===== src/rtl/slot_pkg.sv =====
// Shared types and constants for the slot round controller and scorer.
package slot_pkg;

   typedef enum logic [1:0] {IDLE, SPIN, SETTLE, SCORE} judge_state_t;

   typedef logic [3:0] reel_t;

   localparam reel_t REEL_MAX = 4'd3;

endpackage


===== src/rtl/slot_scorer.sv =====
// Combinational scoring of a frozen three-reel pattern into win flags and payout.
module slot_scorer
   import slot_pkg::*;
#(
   parameter int unsigned PAY3 = 5,
   parameter int unsigned PAY2 = 1
) (
   input  reel_t       h,
   input  reel_t       m,
   input  reel_t       l,
   output logic        win3,
   output logic        win2,
   output logic        bad,
   output logic [7:0]  payout
);

   always_comb begin
      win3   = 1'b0;
      win2   = 1'b0;
      payout = '0;
      bad    = (h > REEL_MAX) || (m > REEL_MAX) || (l > REEL_MAX);
      // An out-of-range reel voids the round even if the raw values match.
      if (!bad) begin
         if (h == m && m == l) begin
            win3   = 1'b1;
            payout = 8'(PAY3);
         end else if (h == m || m == l || h == l) begin
            win2   = 1'b1;
            payout = 8'(PAY2);
         end
      end
   end

endmodule


===== src/rtl/slot_judge.sv =====
// Round controller: debits a credit per round, waits for stopped and stable reels,
// scores the frozen snapshot and pays out with saturation.
module slot_judge
   import slot_pkg::*;
#(
   parameter int unsigned SETTLE_CYCLES = 16,
   parameter int unsigned INIT_CREDIT   = 10,
   parameter int unsigned PAY3          = 5,
   parameter int unsigned PAY2          = 1,
   parameter int unsigned CREDIT_MAX    = 255
) (
   input  logic        clk,
   input  logic        rst,
   input  logic        start,
   input  logic [2:0]  stop,
   input  reel_t       h,
   input  reel_t       m,
   input  reel_t       l,
   output logic [7:0]  credit,
   output logic        busy,
   output logic        result_valid,
   output logic        win3,
   output logic        win2,
   output logic        bad_reel
);

   localparam int unsigned CW = $clog2(SETTLE_CYCLES + 1);
   localparam logic [CW-1:0] CNT_LAST = CW'(SETTLE_CYCLES - 1);

   judge_state_t  state, state_nxt;
   logic [CW-1:0] cnt;
   reel_t         snap_h, snap_m, snap_l;

   logic          debit, take_snap, cnt_inc, score;
   logic          s_win3, s_win2, s_bad;
   logic [7:0]    payout;
   logic [8:0]    sum;
   logic [7:0]    credit_paid;

   slot_scorer #(
      .PAY3 (PAY3),
      .PAY2 (PAY2)
   ) u_scorer (
      .h      (snap_h),
      .m      (snap_m),
      .l      (snap_l),
      .win3   (s_win3),
      .win2   (s_win2),
      .bad    (s_bad),
      .payout (payout)
   );

   assign sum         = {1'b0, credit} + {1'b0, payout};
   assign credit_paid = (sum > 9'(CREDIT_MAX)) ? 8'(CREDIT_MAX) : sum[7:0];

   assign busy         = (state != IDLE);
   assign result_valid = (state == SCORE);

   always_comb begin
      state_nxt = state;
      debit     = 1'b0;
      take_snap = 1'b0;
      cnt_inc   = 1'b0;
      score     = 1'b0;
      case (state)
         IDLE: begin
            if (start && credit != '0) begin
               debit     = 1'b1;
               state_nxt = SPIN;
            end
         end
         SPIN: begin
            if (stop == 3'b111) begin
               take_snap = 1'b1;
               state_nxt = SETTLE;
            end
         end
         SETTLE: begin
            // Payout and flags are committed on entry to SCORE so they
            // appear in the same cycle as result_valid.
            if (stop != 3'b111) begin
               state_nxt = SPIN;
            end else if ({h, m, l} != {snap_h, snap_m, snap_l}) begin
               take_snap = 1'b1;
            end else if (cnt == CNT_LAST) begin
               score     = 1'b1;
               state_nxt = SCORE;
            end else begin
               cnt_inc = 1'b1;
            end
         end
         SCORE: begin
            state_nxt = IDLE;
         end
         default: begin
            state_nxt = IDLE;
         end
      endcase
   end

   always_ff @(posedge clk or negedge rst) begin
      if (!rst) begin
         state    <= IDLE;
         credit   <= 8'(INIT_CREDIT);
         win3     <= 1'b0;
         win2     <= 1'b0;
         bad_reel <= 1'b0;
         cnt      <= '0;
         snap_h   <= '0;
         snap_m   <= '0;
         snap_l   <= '0;
      end else begin
         state <= state_nxt;
         if (debit) begin
            credit   <= credit - 8'd1;
            win3     <= 1'b0;
            win2     <= 1'b0;
            bad_reel <= 1'b0;
         end
         if (take_snap) begin
            snap_h <= h;
            snap_m <= m;
            snap_l <= l;
            cnt    <= '0;
         end else if (cnt_inc) begin
            cnt <= cnt + 1'b1;
         end
         if (score) begin
            credit   <= credit_paid;
            win3     <= s_win3;
            win2     <= s_win2;
            bad_reel <= s_bad;
         end
      end
   end

endmodule


===== config.mk =====
export PLATFORM = sky130hd
export DESIGN_NAME = slot_judge
export DESIGN_NICKNAME = d
export VERILOG_FILES = /design/src/rtl/slot_pkg.sv /design/src/rtl/slot_scorer.sv /design/src/rtl/slot_judge.sv
export SDC_FILE = /design/constraint.sdc
export NUM_CORES = 1
export LEC_CHECK = 0
export BUFFER_PORTS_ARGS = -buffer_cell sky130_fd_sc_hd__buf_2
export CAP_MARGIN = 20
export CORE_UTILIZATION = 50
export DETAILED_ROUTE_END_ITERATION = 10
export PLACE_DENSITY = 0.72
export SETUP_SLACK_MARGIN = 0.4
export SLEW_MARGIN = 25
export SYNTH_ARGS = -nofsm -noshare
export SYNTH_HDL_FRONTEND = slang
export SYNTH_SLANG_ARGS = --single-unit

===== constraint.sdc =====
create_clock -name clk -period 3.4 [get_ports clk]
set_input_delay 0.68 -clock clk [delete_from_list [all_inputs] [get_ports clk]]
set_output_delay 0.68 -clock clk [all_outputs]
set_load 0.005 [all_outputs]

==> flow_summary.json, run 1 <==
{
  "outcome": "finished, final reports clean",
  "netlist_instances": 199,
  "wl_per_cell_um": 13.6,
  "min_path_type": "in2async",
  "wirelength_um": 3830,
  "first_pass_iters": 4,
  "p_leak_nw": 1.11,
  "place_hpwl_um": 2900,
  "finalSetupTns_ps": 0,
  "clk_latency_ps": 280,
  "crit_path_start": "snap_m[3]",
  "syn_nets": 228,
  "drt-initial-drc-count": 142,
  "slew_viol_final": 0,
  "path_class": "reg2reg",
  "drive_above_1_share": 0.266,
  "synth.top_cell.area_share": 0.353,
  "r2r-start": "snap_m[3]",
  "core_area_mm2": 0.00374,
  "clock_sinks": 30,
  "synth_area_leader_cell": "dfrtp_1",
  "cts_buffers": 5,
  "grt_max_degree": 31,
  "worstMarginPinSlew_ps": 694,
  "end_kind": "flip-flop",
  "rr_worst_depth": 11,
  "fin_cells": 281,
  "ioPinCount": 31,
  "die_area_mm2": 0.00422,
  "post-route-period-util": 0.801,
  "port_buffers": 30,
  "yosysWarnings": 0,
  "start_util": 0.530,
  "p_total_w": 0.000682,
  "routabilityCongestion": 0.853,
  "syn_avg_cell_area_um2": 9.97,
  "yosysUniqueCellTypes": 44,
  "final_core_util": 0.604,
  "area_delta_synth_final_pct": 13.9,
  "setup_viol": 0,
  "num_rows": 22,
  "grt_setup_unrepaired": "no",
  "synthTopCellsByCount": "28 x dfrtp_1, 16 x nor2_1, 15 x xor2_1",
  "critical_path.cell_chain": "xnor2_1, nand4_1, or2_2, nor2_1, ha_1, a21oi_2, and3b_1, and4_1, nor4_1, o21ai_0, o31a_1",
  "maxSlewHeadroom": 0.535,
  "cts-root-buf": "clkbuf_8",
  "clk_pin_slew_worst_paths_ps": 70,
  "fp.dieH_um": 65.0,
  "ant_nets": 0,
  "drc": 0,
  "syn_area_mm2": 0.00198,
  "reg2reg_slack_ps": 680,
  "track_usage": 0.213,
  "synth_most_common_cell": "dfrtp_1",
  "diodes": 0,
  "start_kind": "flip-flop",
  "h-tree-depth": 2,
  "crit_required_ps": 3610,
  "cp_data_arrival_time_ps": 2930,
  "synth_flop_cell": "dfrtp_1",
  "ys_async_sr_fraction": 1.00,
  "hold_viol": 0,
  "pwr_density_cell_mw_per_mm2": 302,
  "cp_max_fo": 5,
  "synth_edf_count": 0,
  "rr_endpoint": "credit[3]",
  "synth_area_leaders": "dfrtp_1 35%, mux2_2 7.4%, ha_1 6.9%",
  "cts_tree": "yes",
  "critical_path.endpoint": "credit[3]",
  "period_minus_slack_ps": 2720,
  "ys_ff_latch": 30,
  "fmax_mhz": 367,
  "place_inst": 273,
  "clockBufferDepth": 2,
  "die_w_um": 65.0,
  "gr-total-overflow": 0,
  "vias": 1539,
  "via_per_inst": 5.48,
  "drv_cap": 0,
  "ir_drop_mv": 0.190,
  "first_global_vias": 1559,
  "post_cts_buffers": 0,
  "skew_ps": 4.53,
  "critPathSlowestCell": "dfrtp_1",
  "slowest_delay_ps": 450,
  "grt_pass1_wl_um": 6820,
  "antenna_found_initial": 0,
  "nets": 261,
  "seq_area_frac_synth": 0.380
}
worst min path at each step:
stage / slack [ps] / from / cells past startpoint / to
floorplan: 380 / rst / 0 / bad_reel
global placement: 520 / credit[7] / 1 / credit[7]
detailed placement: 540 / credit[7] / 1 / credit[7]
CTS: 460 / rst / 1 / state[1]
global route: 500 / rst / 1 / state[0]
finish: 430 / rst / 1 / state[1]
kinds of logic after synthesis:
kind of cell | synth area share
AO/OA/AOI/OAI | 0.0959
XOR/XNOR | 0.128
adder cells (fa/ha/maj) | 0.0694
buffers and inverters | 0.0296
flip-flops | 0.380
multiplexers | 0.0915
AND/OR/NAND/NOR | 0.206
stage by stage:
stage          setup WS [ps]  hold WS [ps]  cell area [µm²]
6_report                 676           431             2260
5_1_grt                  442           495             2260
4_1_cts                  642           459             2260
3_5_place_dp             541           536             2160
3_3_place_gp             643           524             2160
2_1_floorplan            940           384             1980
per-layer routing:
metal | vias to the layer above | routed length, µm | part of all wire | global-route usage
li1 | 778 | - | - | -
met1 | 714 | 1810 | 0.47 | 0.263
met2 | 41 | 1800 | 0.47 | 0.352
met3 | 6 | 177 | 0.046 | 0.0581
met4 | 0 | 52 | 0.014 | 0.0750
met5 | - | 0 | 0 | 0
placed cells by master, fill, tap and decap left out, types with 2 or more instances in the layout:
| master | count |
|---|---|
| buf_2 | 30 |
| dfrtp_1 | 28 |
| nor2_1 | 16 |
| xor2_1 | 15 |
| xnor2_1 | 14 |
| nand2_1 | 14 |
| mux2_2 | 13 |
| ha_1 | 11 |
| o21ai_0 | 10 |
| inv_1 | 8 |
| nand3_1 | 8 |
| clkbuf_8 | 6 |
| a21oi_1 | 5 |
| and2_1 | 5 |
| nand4_1 | 4 |
| nor4_1 | 4 |
| nor4_2 | 4 |
| a31oi_1 | 3 |
| nor3_1 | 3 |
| a211oi_1 | 3 |
| or2_2 | 2 |
| and4_1 | 2 |
| mux2i_1 | 2 |
| dfstp_2 | 2 |
where the power goes:
part | internal (W) | leakage, nW | total, W | switching [W]
Combinational | 0.0000113 | 0.652 | 0.0000290 | 0.0000177
Clock | 0.000163 | 0.0482 | 0.000296 | 0.000133
Sequential | 0.000357 | 0.412 | 0.000357 | 0
Total | 0.000531 | 1.11 | 0.000682 | 0.000151
final cells by class:
type,count,area (µm²)
clock inverters,1,5.00
multi-input cells,157,1170
repair buffers,30,150
fillers,349,1480
flip-flops and latches,30,753
clock buffers,7,86.3
inverters,8,30.0
well taps,48,60.1
worst max-delay path: cells and delay by family, from the launching register on:
family	cells	cell delay, ps
AND/OR/NAND/NOR	6	1320
flip-flops	1	450
AO/OA/AOI/OAI	3	390
adder cells (fa/ha/maj)	1	300
XOR/XNOR	1	210
repair_timing:
item,CTS,global route
resized for setup,0,1
endpoints found under the hold margin,0,0
setup endpoints to repair,0,1
hold buffers,0,0
sequential cells by signal (all words and copies together), names as in the netlist:
register	flops
credit	8
cnt	5
snap_h	4
snap_l	4
snap_m	4
state	2
bad_reel	1
win2	1
win3	1
(Power assumes the default switching activity.)
==> run 2, diff against run 1 <==
Settings changed: PLACE_DENSITY 0.72 to 0.75.
Clock period 3.4 ns to 2.4 ns, I/O delays scaled along.
==> run 2 against run 1 <==
  * The flow now finishes with violations (setup timing)
  * Largest power group unchanged
  * Combinational power is 97% higher
  * Clock-buffer cell count stayed put
  * Utilization is 22 points higher
  * Wire length is 75% higher
  * Global-route usage is 7.4 points higher
  * Sequential power is 42% higher
  * Hold slack worse by 210 ps
  * Setup slack worse by 950 ps
  * Clock skew is 3.5 ps higher
  * Sequential share of layout area is 8.7 points lower
  * Die area stayed put
  * Fmax is 1.9% higher
==> flow_summary.json, run 2 (synthesis gave the netlist of run 1 again) <==
{
  "outcome": "complete, but fails checks",
  "violations": "setup timing",
  "p_total_w": 0.000999,
  "die_area_mm2": 0.00422,
  "clk_pin_slew_worst_paths_ps": 70,
  "fmax_mhz": 374,
  "cts_buffers": 5,
  "gr-total-overflow": 0,
  "place_hpwl_um": 3130,
  "setup_viol": 8,
  "period_minus_slack_ps": 2670,
  "worstMarginPinSlew_ps": 674,
  "track_usage": 0.286,
  "slowest_delay_ps": 460,
  "ioPinCount": 31,
  "start_util": 0.530,
  "final_core_util": 0.824,
  "cp_data_arrival_time_ps": 2860,
  "ant_nets": 0,
  "maxSlewHeadroom": 0.551,
  "port_buffers": 30,
  "hold_viol": 0,
  "grt_max_degree": 31,
  "fin_cells": 329,
  "worst_slack_ps": -272,
  "critPathSlowestCell": "dfrtp_2",
  "drv_cap": 0,
  "drc": 0,
  "final_common_cell": "buf_4",
  "clock_sinks": 30,
  "pwr_density_cell_mw_per_mm2": 324,
  "drive_above_1_share": 0.580,
  "clk_latency_ps": 290,
  "diodes": 0,
  "grt_pass1_wl_um": 8960,
  "min_path_type": "in2async",
  "crit_required_ps": 2590,
  "wl_per_cell_um": 20.4,
  "start_kind": "flip-flop",
  "cts_tree": "yes",
  "num_rows": 22,
  "die_w_um": 65.0,
  "place_inst": 295,
  "largest_reg_flops": 8,
  "core_area_mm2": 0.00374,
  "end_kind": "flip-flop",
  "cts_hold_buffers": 0,
  "slew_viol_final": 0,
  "regMostFlops": "credit",
  "fp.dieH_um": 65.0,
  "fill_cells": 191,
  "ir_drop_mv": 0.443,
  "skew_ps": 8.01,
  "path_class": "reg2reg",
  "routabilityCongestion": 0.816,
  "wirelength_um": 6700,
  "first_global_vias": 1899,
  "nets": 309,
  "reg_top3": "credit: 8 flops, cnt: 5 flops",
  "area_delta_synth_final_pct": 55.5,
  "via_per_inst": 5.94,
  "grt_setup_unrepaired": "yes",
  "clockBufferDepth": 2,
  "first_pass_iters": 4,
  "cp_max_fo": 4,
  "drt-initial-drc-count": 206,
  "antenna_found_initial": 0,
  "cts-root-buf": "clkbuf_8",
  "p_leak_nw": 1.50,
  "vias": 1954,
  "post-route-period-util": 1.11,
  "final_cell_mix": "34 x buf_4, 30 x buf_2, 24 x dfrtp_1",
  "h-tree-depth": 2,
  "critical_path.cell_chain": "buf_4, xnor2_1, nand3_1, a31oi_4, ha_4, ha_4, a21oi_2, and3b_2, and4_4, buf_4, nor2_2, a21oi_1"
}
[run 2: cell count changes in the layout (fill, tap and decap cells not counted), sizes merged]
cell / before / now
buf: 30 / 78
[run 2: worst paths after layout]
path,start,end,slack (ps),cells after the start
worst max-delay path,snap_l[2],credit[2],-270,12
worst min-delay path,rst,cnt[0],220,1
worst max register to register,snap_l[2],credit[2],-270,12
worst min register to register,bad_reel,bad_reel,560,2
max in group asynchronous,rst,snap_m[2],1690,1
min in group clk,h[0],snap_h[0],460,2
[run 2: repair_timing]
action                                  4_1_cts  5_1_grt
cloned                                        1        0
pin swaps                                    24       19
setup buffers                                18        7
endpoints found under the setup margin       29       30
gates resized for setup                      47       33
[run 2: through the flow]
stage / setup slack [ps] / area, µm² / hold WS, ps / TNS, ps
floorplan: 55.7 / 2040 / 184 / 0
global placement: -47.5 / 2390 / 526 / -63.4
global route: -368 / 3080 / 291 / -2800
detailed placement: -122 / 2390 / 530 / -480
CTS: -9.84 / 2880 / 252 / -12.8
finish: -272 / 3080 / 221 / -1610
[run 2: area by class of cell]
type	instances	area (µm²)	share of cell area
multi-input cells	157	1540	0.499
flip-flops and latches	30	758	0.246
repair buffers	78	606	0.196
clock buffers	7	86.3	0.0280
well taps	48	60.1	0.0195
inverters	8	30.0	0.00974
clock inverters	1	5.00	0.00162
[run 2: metal layers]
layer / part of all wire / GRT usage / wire length (µm)
met3: 0.065 / 0.0511 / 434
met5: 0 / 0 / 0
met4: 0.059 / 0.108 / 393
met1: 0.36 / 0.328 / 2390
met2: 0.52 / 0.521 / 3480
[run 2: power by group]
| group | internal, W | leakage (nW) | switching (W) |
|---|---|---|---|
| combinational | 0.0000216 | 1.05 | 0.0000354 |
| sequential | 0.000506 | 0.405 | 0 |
| clock | 0.000231 | 0.0482 | 0.000205 |
| total | 0.000759 | 1.50 | 0.000241 |
[run 2: critical path: cells and delay by family, from the launching register on]
kind	cells	cell delay [ps]
flip-flops	1	460
XOR/XNOR	1	250
adder cells (fa/ha/maj)	2	310
AO/OA/AOI/OAI	3	490
buffers and inverters	2	310
AND/OR/NAND/NOR	4	760
